## src/rtl/bsg_mem_nr1w_sync_pkg.sv

```systemverilog
// Shared state encoding and byte-merge helper for the N-read / 1-write sync RAM.
package bsg_mem_nr1w_sync_pkg;

   localparam int BYTE_W = 8;

   typedef enum logic [0:0] {
      eInit  = 1'b0,
      eReady = 1'b1
   } bsg_mem_nr1w_state_e;

   // One byte lane of a masked write: take the new byte only when its mask bit is set.
   // Used by both the array write and the write-first bypass so the two cannot diverge.
   function automatic logic [BYTE_W-1:0] merge_byte(
      input logic [BYTE_W-1:0] i_old,
      input logic [BYTE_W-1:0] i_new,
      input logic              i_en
   );
      return i_en ? i_new : i_old;
   endfunction

endpackage

```

## src/rtl/bsg_mem_nr1w_sync_read_port.sv

```systemverilog
// One synchronous read port: collision policy, out-of-range zeroing and the
// hold register that keeps the last accepted read on the output.
module bsg_mem_nr1w_sync_read_port
   import bsg_mem_nr1w_sync_pkg::*;
#(
   parameter int width_p                = 32,
   parameter int els_p                  = 8,
   parameter int addr_width_p           = 3,
   parameter int read_write_same_addr_p = 0
)(
   input  logic                    i_clk,
   input  logic                    i_reset,
   input  logic                    i_ready,
   input  logic                    i_r_v,
   input  logic [addr_width_p-1:0] i_r_addr,
   input  logic [width_p-1:0]      i_mem_word,
   input  logic                    i_w_v,
   input  logic [addr_width_p-1:0] i_w_addr,
   input  logic [width_p/8-1:0]    i_w_mask,
   input  logic [width_p-1:0]      i_w_data,
   output logic [width_p-1:0]      o_r_data,
   output logic                    o_r_v
);

   localparam int          MASK_W = width_p / BYTE_W;
   localparam logic [31:0] ELS_U  = 32'(els_p);

   logic                 w_accept;
   logic                 w_in_range;
   logic                 w_collide;
   logic [width_p-1:0]   w_merged;
   logic [width_p-1:0]   w_word;
   logic [width_p-1:0]   r_data;
   logic                 r_v;

   assign w_accept   = i_ready & i_r_v;
   assign w_in_range = 32'(i_r_addr) < ELS_U;
   assign w_collide  = i_w_v & (i_w_addr == i_r_addr);

   // Stored word with the concurrent write's enabled bytes substituted.
   for (genvar b = 0; b < MASK_W; b++) begin : g_byte
      assign w_merged[b*BYTE_W +: BYTE_W] = merge_byte(i_mem_word[b*BYTE_W +: BYTE_W],
                                                       i_w_data[b*BYTE_W +: BYTE_W],
                                                       i_w_mask[b]);
   end

   always_comb begin
      w_word = i_mem_word;
      if (!w_in_range) begin
         w_word = '0;
      end else if ((read_write_same_addr_p != 0) && w_collide) begin
         w_word = w_merged;
      end
   end

   // Hold register: only an accepted read reloads the data; valid is a one-cycle flag.
   always_ff @(posedge i_clk) begin
      if (i_reset) begin
         r_data <= '0;
         r_v    <= 1'b0;
      end else begin
         r_v <= w_accept;
         if (w_accept) begin
            r_data <= w_word;
         end
      end
   end

   assign o_r_data = r_data;
   assign o_r_v    = r_v;

endmodule

```

## src/rtl/bsg_mem_nr1w_sync_hold.sv

```systemverilog
// Register-file RAM: one byte-masked write port, read_ports_p synchronous held
// read ports, and an optional zeroing sweep after reset.
module bsg_mem_nr1w_sync_hold
   import bsg_mem_nr1w_sync_pkg::*;
#(
   parameter int width_p                = 32,
   parameter int els_p                  = 8,
   parameter int read_ports_p           = 2,
   parameter int read_write_same_addr_p = 0,
   parameter int clear_on_reset_p       = 1,
   parameter int addr_width_lp          = (els_p == 1) ? 1 : $clog2(els_p),
   parameter int mask_width_lp          = width_p / 8
)(
   input  logic                                        clk_i,
   input  logic                                        reset_i,
   output logic                                        ready_o,
   input  logic                                        w_v_i,
   input  logic [mask_width_lp-1:0]                    w_mask_i,
   input  logic [addr_width_lp-1:0]                    w_addr_i,
   input  logic [width_p-1:0]                          w_data_i,
   input  logic [read_ports_p-1:0]                     r_v_i,
   input  logic [read_ports_p-1:0][addr_width_lp-1:0]  r_addr_i,
   output logic [read_ports_p-1:0][width_p-1:0]        r_data_o,
   output logic [read_ports_p-1:0]                     r_v_o
);

   localparam logic [31:0]              ELS_U     = 32'(els_p);
   localparam logic [addr_width_lp-1:0] LAST_ADDR = addr_width_lp'(els_p - 1);

   bsg_mem_nr1w_state_e                       r_state;
   bsg_mem_nr1w_state_e                       w_state_next;
   logic [addr_width_lp-1:0]                  r_clear_addr;
   logic                                      w_ready;
   logic                                      w_clear_we;
   logic                                      w_write_we;
   logic                                      w_w_accept;
   logic                                      w_w_in_range;
   logic [width_p-1:0]                        r_mem [els_p];
   logic [read_ports_p-1:0][width_p-1:0]      w_mem_word;

   assign w_w_in_range = 32'(w_addr_i) < ELS_U;

   // State register
   always_ff @(posedge clk_i) begin
      if (reset_i) begin
         r_state <= (clear_on_reset_p != 0) ? eInit : eReady;
      end else begin
         r_state <= w_state_next;
      end
   end

   // Next state: leave the sweep once the last entry has been cleared
   always_comb begin
      w_state_next = r_state;
      case (r_state)
         eInit:   if (r_clear_addr == LAST_ADDR) w_state_next = eReady;
         eReady:  w_state_next = eReady;
         default: w_state_next = eReady;
      endcase
   end

   // Outputs: the sweep owns the write port until ready
   always_comb begin
      w_ready    = 1'b0;
      w_clear_we = 1'b0;
      w_w_accept = 1'b0;
      case (r_state)
         eInit: begin
            w_clear_we = ~reset_i;
         end
         eReady: begin
            w_ready    = 1'b1;
            w_w_accept = ~reset_i & w_v_i;
         end
         default: begin
            w_ready = 1'b0;
         end
      endcase
   end

   assign w_write_we = w_w_accept & w_w_in_range;
   assign ready_o    = w_ready;

   // Clear counter; reset always restarts the sweep at entry 0
   always_ff @(posedge clk_i) begin
      if (reset_i) begin
         r_clear_addr <= '0;
      end else if (w_clear_we && (r_clear_addr != LAST_ADDR)) begin
         r_clear_addr <= r_clear_addr + addr_width_lp'(1);
      end
   end

   // Storage array: not reset, zeroed only by the sweep
   always_ff @(posedge clk_i) begin
      if (w_clear_we) begin
         r_mem[r_clear_addr] <= '0;
      end else if (w_write_we) begin
         for (int b = 0; b < mask_width_lp; b++) begin
            r_mem[w_addr_i][b*BYTE_W +: BYTE_W] <= merge_byte(r_mem[w_addr_i][b*BYTE_W +: BYTE_W],
                                                             w_data_i[b*BYTE_W +: BYTE_W],
                                                             w_mask_i[b]);
         end
      end
   end

   for (genvar p = 0; p < read_ports_p; p++) begin : g_port
      assign w_mem_word[p] = r_mem[r_addr_i[p]];

      bsg_mem_nr1w_sync_read_port #(
         .width_p               (width_p),
         .els_p                 (els_p),
         .addr_width_p          (addr_width_lp),
         .read_write_same_addr_p(read_write_same_addr_p)
      ) u_read_port (
         .i_clk     (clk_i),
         .i_reset   (reset_i),
         .i_ready   (w_ready),
         .i_r_v     (r_v_i[p]),
         .i_r_addr  (r_addr_i[p]),
         .i_mem_word(w_mem_word[p]),
         .i_w_v     (w_w_accept),
         .i_w_addr  (w_addr_i),
         .i_w_mask  (w_mask_i),
         .i_w_data  (w_data_i),
         .o_r_data  (r_data_o[p]),
         .o_r_v     (r_v_o[p])
      );
   end

endmodule

```

## config.mk

```make
export PLATFORM = sky130hd
export DESIGN_NAME = bsg_mem_nr1w_sync_hold
export DESIGN_NICKNAME = d
export VERILOG_FILES = /design/src/rtl/bsg_mem_nr1w_sync_pkg.sv /design/src/rtl/bsg_mem_nr1w_sync_read_port.sv /design/src/rtl/bsg_mem_nr1w_sync_hold.sv
export SDC_FILE = /design/constraint.sdc
export NUM_CORES = 1
export LEC_CHECK = 0
export ABC_AREA = 1
export CORE_UTILIZATION = 30
export DETAILED_ROUTE_END_ITERATION = 10
export GPL_ROUTABILITY_DRIVEN = 0
export PLACE_DENSITY = 0.48
export REMOVE_ABC_BUFFERS = 1
export SLEW_MARGIN = 20
export SYNTH_ARGS = -nofsm -noshare
export SYNTH_HDL_FRONTEND = slang
export SYNTH_SLANG_ARGS = --single-unit
```

## constraint.sdc

```tcl
create_clock -name clk_i -period 5 [get_ports clk_i]
set_input_delay 0.75 -clock clk_i [delete_from_list [all_inputs] [get_ports clk_i]]
set_output_delay 0.75 -clock clk_i [all_outputs]
set_load 0.02 [all_outputs]
```

---- Word-level counts from Yosys, hierarchy flattened ----
Memories as Yosys holds them, arrays and structs flattened. A register that Yosys moved wholly into a read port is not among the register bits.
Cells that the tools add are included.
W data, S select, Z words.
operators by class
  equal/unequal tests ..................... 6
  bitwise operators ....................... 5
  add/subtract/negate cells ............... 1
  reductions and logical operators ........ 6
  mux-type cells .......................... 17
operators by type and width
  kind                   count
  $mux W32               1
  $mux W8                4
  $reduce_or A32 Y1      1
  $mux W1                9
  $reduce_and A2 Y1      4
  $mux W4                1
  $ne A1 B1 Y1 const B   4
  $add A3 B1 Y3 const B  1
  $and A1 B1 Y1          3
  $eq A3 B3 Y1 const B   1
  $mux W3                1
  $ne A3 B3 Y1 const B   1
  $not A1 Y1             2
  $pmux W1 S2            1
  $logic_and A1 B1 Y1    1
storage, ports and cells
  register bits after elaboration ......... 6
  output and inout bits ................... 67
  input bits .............................. 50
  memories kept ........................... 1
  logic and storage cells ................. 40
  bits in writable memories ............... 256
memory list
  name   depth  bits a word  rd ports  clocked after memory_dff  write ports  RTL line                      text
  r_mem  8      32           2         2                         1            bsg_mem_nr1w_sync_hold.sv:38  logic [width_p-1:0] r_mem [els_p];

---- Depth between registers and ports, before layout ----
Gate-level depths: netlist of run 1.
  depth in word-level cells ............... 9
  mapped depth ............................ 8
  depth with buffers taken out ............ 8

---- Modules after synthesis ----
From an unflattened synthesis of run 1, not the netlist that was laid out.
unflattened totals
  cell total of the unflattened synthesis .. 1831
  area total of the unflattened synthesis .. 15647.5 µm²
by module, submodules not included
  module                       cells an instance  times used  area each (µm²)  seq. area each (µm²)
  bsg_mem_nr1w_sync_hold       1419               1           12949.9          7767.4
  bsg_mem_nr1w_sync_read_port  206                2           1348.8           660.6

---- Worst setup path after synthesis of run 1 ----
No wires, ideal clock.
  path type ............................... input -> register
  from .................................... input w_v_i
  to ...................................... memory r_mem[0][0] (enable)
  data arrival time ....................... 1.851 ns
  setup time .............................. 0.370 ns
  path buffers ............................ 0
  slack ................................... 2.779 ns
  cell stages on the path ................. 8
  required time ........................... 4.630 ns
  path through ............................ nand2_2 nor2_4 o21ai_4 nand2_4 nand2_1 nand2_2 nand3_2 nor2_1
on the way
  word-level cells in the longest chain between the ends .. 8
  elaborated cells between the ends (all ways) .. 12
  classes of those cells .................. 6 x mux; 1 x bitwise; 5 x reduce/logical
ends and longest elaborated chain
  item                                          RTL line                      text
  from (decl)                                   bsg_mem_nr1w_sync_hold.sv:17  input logic w_v_i,
  $and A1 B1 Y1 (*)                             bsg_mem_nr1w_sync_hold.sv:73  w_w_accept = ~reset_i & w_v_i;
  $mux W1 (*)                                   bsg_mem_nr1w_sync_hold.sv:67  case (r_state)
  $mux W1 (*)                                   bsg_mem_nr1w_sync_hold.sv:97  end else if (w_write_we) begin
  $mux W1 (*)                                   bsg_mem_nr1w_sync_hold.sv:95  if (w_clear_we) begin
  $mux W1 (not written as such) (*)             bsg_mem_nr1w_sync_hold.sv:99  r_mem[w_addr_i][b*BYTE_W +: BYTE_W] <= merge_byte(r_mem[w_addr_i][b*BYTE_W +: BYTE_W],
  $reduce_and A2 Y1 (no line)                   n/a
  $reduce_or A32 Y1 (no line)                   n/a
  $mux W3 (no line) or $mux W4 (tied branches)  n/a
  to (decl)                                     bsg_mem_nr1w_sync_hold.sv:38
Every way passes the cells marked *; elsewhere a longest branch is shown, timed or not.

---- Final worst setup path of run 1 ----
  from .................................... input reset_i
  to ...................................... memory r_mem[0][14] (enable)
on the way
  word-level cells in the longest chain between the ends .. 9
  elaborated cells between the ends (all ways) .. 16
  classes of those cells .................. 9 x mux; 2 x bitwise; 5 x reduce/logical
ends and longest elaborated chain
  item                                          RTL line                                                    text
  from (decl)                                   bsg_mem_nr1w_sync_hold.sv:15                                input logic reset_i,
  $not A1 Y1 (*)                                bsg_mem_nr1w_sync_hold.sv:69, bsg_mem_nr1w_sync_hold.sv:73
  $and A1 B1 Y1                                 bsg_mem_nr1w_sync_hold.sv:73
  $mux W1                                       bsg_mem_nr1w_sync_hold.sv:67
  $mux W1                                       bsg_mem_nr1w_sync_hold.sv:97
  $mux W1                                       bsg_mem_nr1w_sync_hold.sv:95
  $mux W1 (not written as such)                 bsg_mem_nr1w_sync_hold.sv:99
  $reduce_and A2 Y1 (no line)                   n/a
  $reduce_or A32 Y1 (no line)                   n/a
  $mux W3 (no line) or $mux W4 (tied branches)  n/a
Marked as above.

==> flow_metrics.py, run 1 <==
metrics = {
    "synth": {
        "synth_mux_area_frac": 0,
        "synth-compound-area-share": 0.194,
        "yosysSeqAreaShare": 0.601,
        "syn_inst": 1576,
        "yosysMostFrequentCell": "edfxtp_1",
        "synth_seq_cells": 326,
        "synthXorXnorAreaFrac": 0,
        "synth_area_per_cell_um2": 9.59,
        "yosys.area.top_type": "edfxtp_1",
        "synth_edf_count": 256,
        "synth_cell_types": 21,
        "synth_area_leaders": "edfxtp_1, dfxtp_1, o21ai_0",
        "synth_warnings": 0,
        "ys_top_cells_by_count": "edfxtp_1, nand2_1, o21ai_0, a21oi_1, inv_1",
        "synth_area_um2": 15100,
        "synthSimpleGateAreaFrac": 0.124,
        "async_reset_ff_frac": 0,
        "synth_top_area_frac": 0.508,
        "synth_fa_ha_area_frac": 0.00166,
        "synth_ff_type": "edfxtp_1",
        "synth_top_family_by_area": "compound AO/OA/AOI/OAI gates",
    },
    "clock_tree": {
        "cts_hold_buffers": 0,
        "numCtsBuffers": 38,
        "cts_resized": 0,
        "cts.sinks": 326,
        "h-tree-depth": 2,
        "clockRootBuffer": "clkbuf_16",
        "cts_tree": "built",
        "cts_setup_buffers": 0,
        "clk_latency_ns": 0.55,
        "clkTransAtPathRegs_ns": 0.06,
        "cts_max_path_buffers": 3,
    },
    "min_path": {
        "worstHoldEndpoint": "g_port[0].u_read_port.o_r_data[7]$_SDFFE_PP0P_",
        "hold_start": "g_port[0].u_read_port.o_r_data[7]$_SDFFE_PP0P_",
        "hold_depth": 2,
        "hold_path_class": "register to register",
    },
    "sta": {
        "timing.fmax_ghz": 0.342,
        "max-slew-margin-rel": 0.278,
        "finalSetupTns_ns": 0,
        "hold_viol_final": 0,
        "setup_viol": 0,
        "worstMarginPinSlew_ns": 1.08,
        "finalMaxSlewViolations": 0,
        "fin_worst_skew_ns": 0.0171,
        "hold_slack_ns": 0.540,
        "layout_setup_ws_ns": 2.08,
        "layout_min_cycle_time_ns": 2.92,
        "fin_crit_sh": 0.585,
        "rsz0062_at_grt": "no",
    },
    "critical_path": {
        "r2r-end": "r_mem[0][14]$_DFFE_PP_",
        "arrival_ns": 3.07,
        "reg2reg_setup_slack_ns": 2.28,
        "worst_ep_required_time_ns": 5.15,
        "r2r_start": "r_state$_SDFF_PP0_",
        "crit_type": "input pin to register",
        "critPathMaxFanout": 8,
        "cp_slowest_stage_delay_ns": 0.84,
        "crit_chain": "clkdlybuf4s50_1 -> nor2_4 -> o21ai_4 -> nand2_4 -> nand2_1 -> nand2_2 -> nand3_2 -> nor2_1",
        "critPathLaunchType": "input pin",
        "end_kind": "register",
        "reg2reg_depth": 8,
        "cp_slowest_cell": "nor2_1",
    },
    "power_and_ir_drop": {
        "finalPower_mw": 6.30,
        "power_leakage_nw": 6.74,
        "pwr_density_cell_nw_per_um2": 350,
        "ir_drop_mv": 0.206,
    },
    "die": {
        "fp.dieH_um": 226,
        "start_util": 0.306,
        "num_io_pins": 117,
        "core_um2": 49400,
        "fp-row-count": 81,
        "dieArea_um2": 51300,
        "chipWidth_um": 226,
    },
    "routing": {
        "wirelength_um": 42200,
        "wire_per_inst_um": 18.2,
        "drt-initial-drc-count": 608,
        "post-route-drc-count": 0,
        "ant_nets": 0,
        "vias": 11400,
        "avgViaCountPerCell": 4.89,
        "drt-pass1-iter-count": 7,
    },
    "job": {
        "max_cap_violations": 0,
    },
    "cells_and_area": {
        "nFillCells": 4885,
        "diodes": 0,
        "final_cells": 2320,
        "nNetsFinal": 1678,
        "final_util": 0.365,
        "syn_to_final_growth_pct": 19.0,
        "stdcell_area_um2": 18000,
        "drive_gt1_frac": 0.0616,
    },
    "global_routing": {
        "overflow": 0,
        "grt_antenna_before_repair": 0,
        "grt_pass1_vias": 11200,
        "grt_max_degree": 106,
        "grt_pass1_wl_um": 64700,
        "grt_usage": 0.166,
    },
    "placed_design": {
        "pre_cts_ws_ns": 1.49,
        "placed_cells": 2250,
        "dpl_cell_area_um2": 16700,
        "portBuffers": 116,
        "place_hpwl_um": 26900,
    },
    "run_status": {
        "status": "finished clean",
    },
}
-- layout make-up --
cell class	instances	area, um^2	share of cell area
Clock buffer	48	1020	0.0566
Clock inverter	22	265	0.0147
Inverter	178	668	0.0371
Multi-Input combinational cell	950	4830	0.269
Sequential cell	326	9090	0.505
Tap cell	664	831	0.0462
Timing Repair Buffer	132	1290	0.0715
-- cells in the final DEF, fill, tap and decap left out, types with 5 or more instances in the layout --
| cell type | instances |
|---|---|
| o21ai_0 | 196 |
| nand2_2 | 5 |
| nand3_1 | 134 |
| bufinv_16 | 5 |
| clkinv_1 | 5 |
| a21oi_1 | 192 |
| dfxtp_1 | 70 |
| edfxtp_1 | 256 |
| buf_4 | 17 |
| o211ai_1 | 128 |
| clkbuf_1 | 7 |
| nand2_1 | 211 |
| inv_1 | 174 |
| nand3_2 | 8 |
| clkbuf_16 | 38 |
| clkdlybuf4s50_1 | 111 |
| nor2_1 | 68 |
-- sequential cells by signal (all words and copies together) (netlist names) --
signal	cells
r_clear_addr	3
g_port.u_read_port.o_r_data	64
g_port.u_read_port.o_r_v	2
r_state	1
r_mem	256
-- per-layer routing --
| metal | wire, um | vias to the layer above | global-route usage |
|---|---|---|---|
| met4 | 898 | 0 | 0.0525 |
| met5 | 0 | - | 0 |
| li1 | - | 5657 | - |
| met3 | 1540 | 54 | 0.0200 |
| met2 | 20700 | 261 | 0.289 |
| met1 | 19100 | 5381 | 0.214 |
-- kinds of logic after synthesis --
group / Yosys count
AOI/OAI and AO/OA: 518
adders and majority gates: 2
buffers and inverters: 300
DFF: 326
and+or+nand+nor: 430
-- worst max path at each step --
stage / start / endpoint / slack, ns / depth (start not counted)
finish: reset_i / r_mem[0][14]$_DFFE_PP_ / 2.08 / 8
global route: reset_i / r_mem[0][14]$_DFFE_PP_ / 1.95 / 8
CTS: reset_i / r_mem[0][12]$_DFFE_PP_ / 2.06 / 8
detailed placement: reset_i / r_mem[0][15]$_DFFE_PP_ / 1.49 / 8
global placement: reset_i / r_mem[0][15]$_DFFE_PP_ / 1.55 / 8
floorplan: w_v_i / r_mem[0][0]$_DFFE_PP_ / 2.78 / 8
-- critical path: cells and delay by family --
kind,cells,cell delay (ns)
buffers and inverters,1,0.53
AO/OA/AOI/OAI,1,0.15
AND/OR/NAND/NOR,6,1.63
-- power breakdown --
part	leakage (nW)	internal, mW	switching [mW]
Combinational	2.95	0.155	0.330
Sequential	3.17	2.96	0.0251
Clock	0.614	1.72	1.11
Total	6.74	4.83	1.47
Power figures use the tool's default switching activity.
==> run 2: changes to the inputs <==
- PLACE_DENSITY: 0.48 -> 0.49
- clock period: 5 -> 2.4 ns (I/O delays scaled with it)
==> run 2 against run 1 <==
Via count increased by 4.9%; sequential cell count is the same; sequential power increased by 110%; clock-buffer cell count up 4; design area is 4.5% higher; critical path type is now register to primary output; highest routed layer unchanged.
==> flow_metrics.py, run 2 (synthesized netlist as in run 1, its figures left out) <==
metrics = {
    "routing": {
        "drt-pass1-iter-count": 6,
        "drt-initial-drc-count": 964,
        "ant_nets": 0,
        "avgViaCountPerCell": 4.94,
        "wirelength_um": 44300,
        "wire_per_inst_um": 18.4,
        "post-route-drc-count": 0,
        "vias": 11900,
    },
    "clock_tree": {
        "clk_latency_ns": 0.55,
        "cts.sinks": 326,
        "cts_resized": 0,
        "numCtsBuffers": 39,
        "clockRootBuffer": "clkbuf_16",
        "cts_hold_buffers": 0,
        "clkTransAtPathRegs_ns": 0.06,
        "cts_max_path_buffers": 3,
        "h-tree-depth": 2,
        "cts_setup_buffers": 0,
        "cts_tree": "built",
    },
    "power_and_ir_drop": {
        "swShare": 0.232,
        "seq_power_share": 0.470,
        "p_sw_mw": 3.06,
        "comb_power_share": 0.083,
        "power_leakage_nw": 7.28,
        "ir_drop_mv": 0.359,
        "pwr_density_cell_nw_per_um2": 703,
        "p_int_mw": 10.2,
        "p_clk_frac": 0.447,
    },
    "critical_path": {
        "critPathMaxFanout": 5,
        "arrival_ns": 1.65,
        "end_kind": "primary output",
        "crit_type": "register to primary output",
        "reg2reg_setup_slack_ns": 0.41,
        "worst_ep_required_time_ns": 2.04,
        "critPathLaunchType": "register",
    },
    "global_routing": {
        "use_met2": 0.300,
        "grt_pass1_vias": 11800,
        "grt_pass1_wl_um": 68400,
        "grtUsageMet1": 0.229,
        "overflow": 0,
        "grt_max_degree": 77,
        "grt_antenna_before_repair": 0,
        "grt_usage": 0.176,
        "top_usage_layer": "met2",
        "grt_use_met3": 0.0276,
    },
    "sta": {
        "fin_worst_skew_ns": 0.0148,
        "rsz0062_at_grt": "no",
        "timing.fmax_ghz": 0.497,
        "max-slew-margin-rel": 0.583,
        "layout_min_cycle_time_ns": 2.01,
        "finalMaxSlewViolations": 0,
        "fin_crit_sh": 0.838,
        "worstMarginPinSlew_ns": 0.624,
        "hold_viol_final": 0,
        "setup_viol": 0,
    },
    "die": {
        "fp.dieH_um": 226,
        "fp-row-count": 81,
        "core_um2": 49400,
        "chipWidth_um": 226,
        "num_io_pins": 117,
        "start_util": 0.306,
        "dieArea_um2": 51300,
    },
    "cells_and_area": {
        "final_cell_mix": "edfxtp_1, nand2_1, o21ai_0",
        "stdcell_area_um2": 18800,
        "drive_gt1_frac": 0.108,
        "largest_register": "r_mem",
        "nFillCells": 4904,
        "largest_register_ffs": 256,
        "diodes": 0,
        "mostFrequentLayoutCell": "edfxtp_1",
        "nNetsFinal": 1768,
        "syn_to_final_growth_pct": 24.4,
        "final_util": 0.381,
    },
    "run_status": {
        "status": "finished clean",
    },
    "placed_design": {
        "place_hpwl_um": 29900,
        "dpl_cell_area_um2": 17500,
        "portBuffers": 116,
    },
    "min_path": {
        "hold_path_class": "input pin to register",
    },
    "job": {
        "max_cap_violations": 0,
    },
}
## run 2: layout make-up
type | instances | area (um^2) | area share
clock buffers | 52 | 1090 | 0.0578
clock inverters | 17 | 183 | 0.00971
inverters | 178 | 668 | 0.0355
multi-input cells | 950 | 4830 | 0.257
flip-flops and latches | 326 | 9090 | 0.483
well taps | 664 | 831 | 0.0442
repair buffers | 221 | 2110 | 0.112
## run 2: stage by stage
stage	TNS [ns]	power, mW	worst slack [ns]	std cells	hold slack [ns]
2_1_floorplan	0	6.81	0.378	1454	0.432
5_1_grt	0	13.7	0.321	2408	0.369
6_report	0	13.2	0.388	2408	0.360
4_1_cts	0	13.4	0.348	2408	0.337
3_5_place_dp	-6.41	7.44	-0.0912	2339	0.525
3_3_place_gp	-1.88	7.42	-0.0506	2339	0.524
## run 2: layer usage
layer	share of wire	wire length (um)
met1	0.44	19600
met2	0.49	21700
met3	0.046	2020
met4	0.023	1020
met5	0	0
## run 2: path summary, 6_finish.rpt
kind / start / endpoint / cells past startpoint
worst max-delay path: r_state$_SDFF_PP0_ / ready_o / 2
worst min-delay path: r_addr_i[4] / g_port[1].u_read_port.o_r_data[7]$_SDFFE_PP0P_ / 5
worst max register to register: r_state$_SDFF_PP0_ / r_mem[2][23]$_DFFE_PP_ / 9
worst min register to register: g_port[1].u_read_port.o_r_data[5]$_SDFFE_PP0P_ / g_port[1].u_read_port.o_r_data[5]$_SDFFE_PP0P_ / 2
## run 2: worst max-delay path: stages, from the launching register on
cell and delay, ns:
dfxtp_1 0.36, buf_4 0.15, clkdlybuf4s50_1 0.60
## run 2: power groups by stage
stage	Combinational [mW]	Sequential, mW	Clock (mW)
CTS	1.11	6.21	6.06
detailed placement	1.11	6.33	0
global route	1.22	6.22	6.26
global placement	1.09	6.33	0
finish	1.10	6.22	5.91
floorplan	0.487	6.32	0
==> run 3: changes to the inputs <==
- clock period: 2.4 -> 1.8 ns (I/O delays scaled with it)
==> run 3 against run 2 <==
Sequential cell count unchanged; the run now ends with negative setup slack left; register-to-register slack worse by 0.52 ns; die area unchanged; design area up 3.2%; critical path depth up 8; clock skew about the same; utilization up 1.2 points; highest routed layer unchanged.
==> flow_metrics.py, run 3 (synthesized netlist as in run 1, its figures left out) <==
metrics = {
    "clock_tree": {
        "cts_hold_buffers": 0,
        "clockRootBuffer": "clkbuf_16",
        "clk_latency_ns": 0.53,
        "clkTransAtPathRegs_ns": 0.05,
        "numCtsBuffers": 38,
        "h-tree-depth": 2,
        "cts.sinks": 326,
        "cts_tree": "built",
        "cts_max_path_buffers": 3,
    },
    "placed_design": {
        "place_hpwl_um": 30600,
        "portBuffers": 116,
        "pre_cts_ws_ns": -0.616,
    },
    "routing": {
        "drt-initial-drc-count": 903,
        "wirelength_um": 44900,
        "vias": 12000,
        "avgViaCountPerCell": 4.97,
        "post-route-drc-count": 0,
        "drt-pass1-iter-count": 5,
        "wire_per_inst_um": 18.5,
        "ant_nets": 0,
    },
    "critical_path": {
        "reg2reg_depth": 10,
        "reg2reg_setup_slack_ns": -0.11,
        "arrival_ns": 2.14,
        "critPathLaunchType": "register",
        "worst_ep_required_time_ns": 2.03,
        "crit_type": "register to register",
        "critPathMaxFanout": 8,
        "r2r_start": "r_state$_SDFF_PP0_",
        "end_kind": "register",
        "r2r-end": "r_mem[0][19]$_DFFE_PP_",
    },
    "cells_and_area": {
        "mostFrequentLayoutCell": "edfxtp_1",
        "multi_input_area_um2": 5150,
        "final_util": 0.393,
        "nNetsFinal": 1781,
        "syn_to_final_growth_pct": 28.4,
        "final_cell_mix": "edfxtp_1, nand2_1, o21ai_0",
        "nFillCells": 4814,
        "regArea_um2": 9090,
        "largest_register_ffs": 256,
        "drive_gt1_frac": 0.135,
        "largest_register": "r_mem",
        "diodes": 0,
    },
    "sta": {
        "fin_worst_skew_ns": 0.0146,
        "layout_setup_ws_ns": -0.107,
        "worstMarginPinSlew_ns": 0.581,
        "fin_crit_sh": 1.06,
        "layout_min_cycle_time_ns": 1.91,
        "timing.fmax_ghz": 0.524,
        "max-slew-margin-rel": 0.613,
        "rsz0062_at_grt": "yes",
        "hold_viol_final": 0,
        "setup_viol": 242,
        "finalMaxSlewViolations": 0,
    },
    "power_and_ir_drop": {
        "p_int_mw": 13.6,
        "swShare": 0.234,
        "p_sw_mw": 4.14,
        "power_leakage_nw": 7.43,
        "ir_drop_mv": 0.503,
        "p_clk_frac": 0.440,
        "finalPower_mw": 17.7,
        "comb_power_share": 0.092,
        "pwr_density_cell_nw_per_um2": 912,
        "seq_power_share": 0.468,
    },
    "die": {
        "chipWidth_um": 226,
        "dieArea_um2": 51300,
        "core_um2": 49400,
        "start_util": 0.306,
        "num_io_pins": 117,
        "fp.dieH_um": 226,
        "fp-row-count": 81,
    },
    "global_routing": {
        "grt_max_degree": 67,
        "grt_pass1_wl_um": 68500,
        "grt_use_met3": 0.0275,
        "grtUsageMet1": 0.228,
        "grt_pass1_vias": 11800,
        "grt_usage": 0.175,
        "use_met2": 0.299,
        "overflow": 0,
        "grt_antenna_before_repair": 0,
        "top_usage_layer": "met2",
    },
    "job": {
        "max_cap_violations": 0,
    },
    "run_status": {
        "status": "finished with violations",
        "violations": "negative setup slack",
    },
    "min_path": {
        "hold_start": "r_v_i[1]",
        "worstHoldEndpoint": "g_port[1].u_read_port.o_r_v$_SDFF_PP0_",
        "hold_depth": 3,
        "hold_path_class": "input pin to register",
    },
}
## run 3: final cells by class
type                    count  share of cell area
flip-flops and latches    326               0.468
multi-input cells         950               0.265
repair buffers            235               0.124
clock buffers              51              0.0569
well taps                 664              0.0428
inverters                 178              0.0344
clock inverters            18             0.00832
## run 3: critical path, cell delays in order (launching register included)
cell and delay [ns]:
dfxtp_2 0.32, nand2_2 0.07, nor2_4 0.04, buf_6 0.11, o21ai_4 0.10, buf_8 0.19, nand3_4 0.10, nand2_8 0.12
nand3_4 0.21, nor2_4 0.16, buf_6 0.15
## run 3: what timing repair did
item	in CTS	in global routing
pin swaps	9	18
buffers inserted	0	3
resized for setup	30	81
setup endpoints to repair	257	269
## run 3: per-stage QoR
stage               TNS [ns]  instances  hold WS, ns  instance area [um^2]
floorplan             -64.20       1454        0.342                 14600
global placement     -195.68       2350        0.523                 17700
detailed placement   -199.11       2350        0.527                 17700
CTS                   -14.86       2419        0.305                 19000
global route          -37.65       2422        0.330                 19400
finish                -10.61       2422        0.328                 19400
## run 3: worst max path at each step
stage	endpoint	slack, ns	startpoint
floorplan	r_mem[0][0]$_DFFE_PP_	-0.22	r_state$_SDFF_PP0_
global placement	r_mem[3][22]$_DFFE_PP_	-0.58	reset_i
detailed placement	r_mem[3][18]$_DFFE_PP_	-0.62	reset_i
CTS	r_mem[6][24]$_DFFE_PP_	-0.11	r_state$_SDFF_PP0_
global route	r_mem[0][19]$_DFFE_PP_	-0.16	r_state$_SDFF_PP0_
finish	r_mem[0][19]$_DFFE_PP_	-0.11	r_state$_SDFF_PP0_
## run 3: power groups by stage
stage / clock, mW / combinational (mW) / sequential (mW)
floorplan: 0 / 0.650 / 8.42
global placement: 0 / 1.48 / 8.44
detailed placement: 0 / 1.51 / 8.44
CTS: 7.99 / 1.54 / 8.28
global route: 8.26 / 1.78 / 8.30
finish: 7.78 / 1.62 / 8.29
## run 3: routing by layer
layer	part of all wire	vias up	wire length, um
met3	0.047	67	2100
met2	0.49	295	22000
met1	0.44	5817	19900
met5	0	-	0
li1	-	5849	-
met4	0.021	0	924
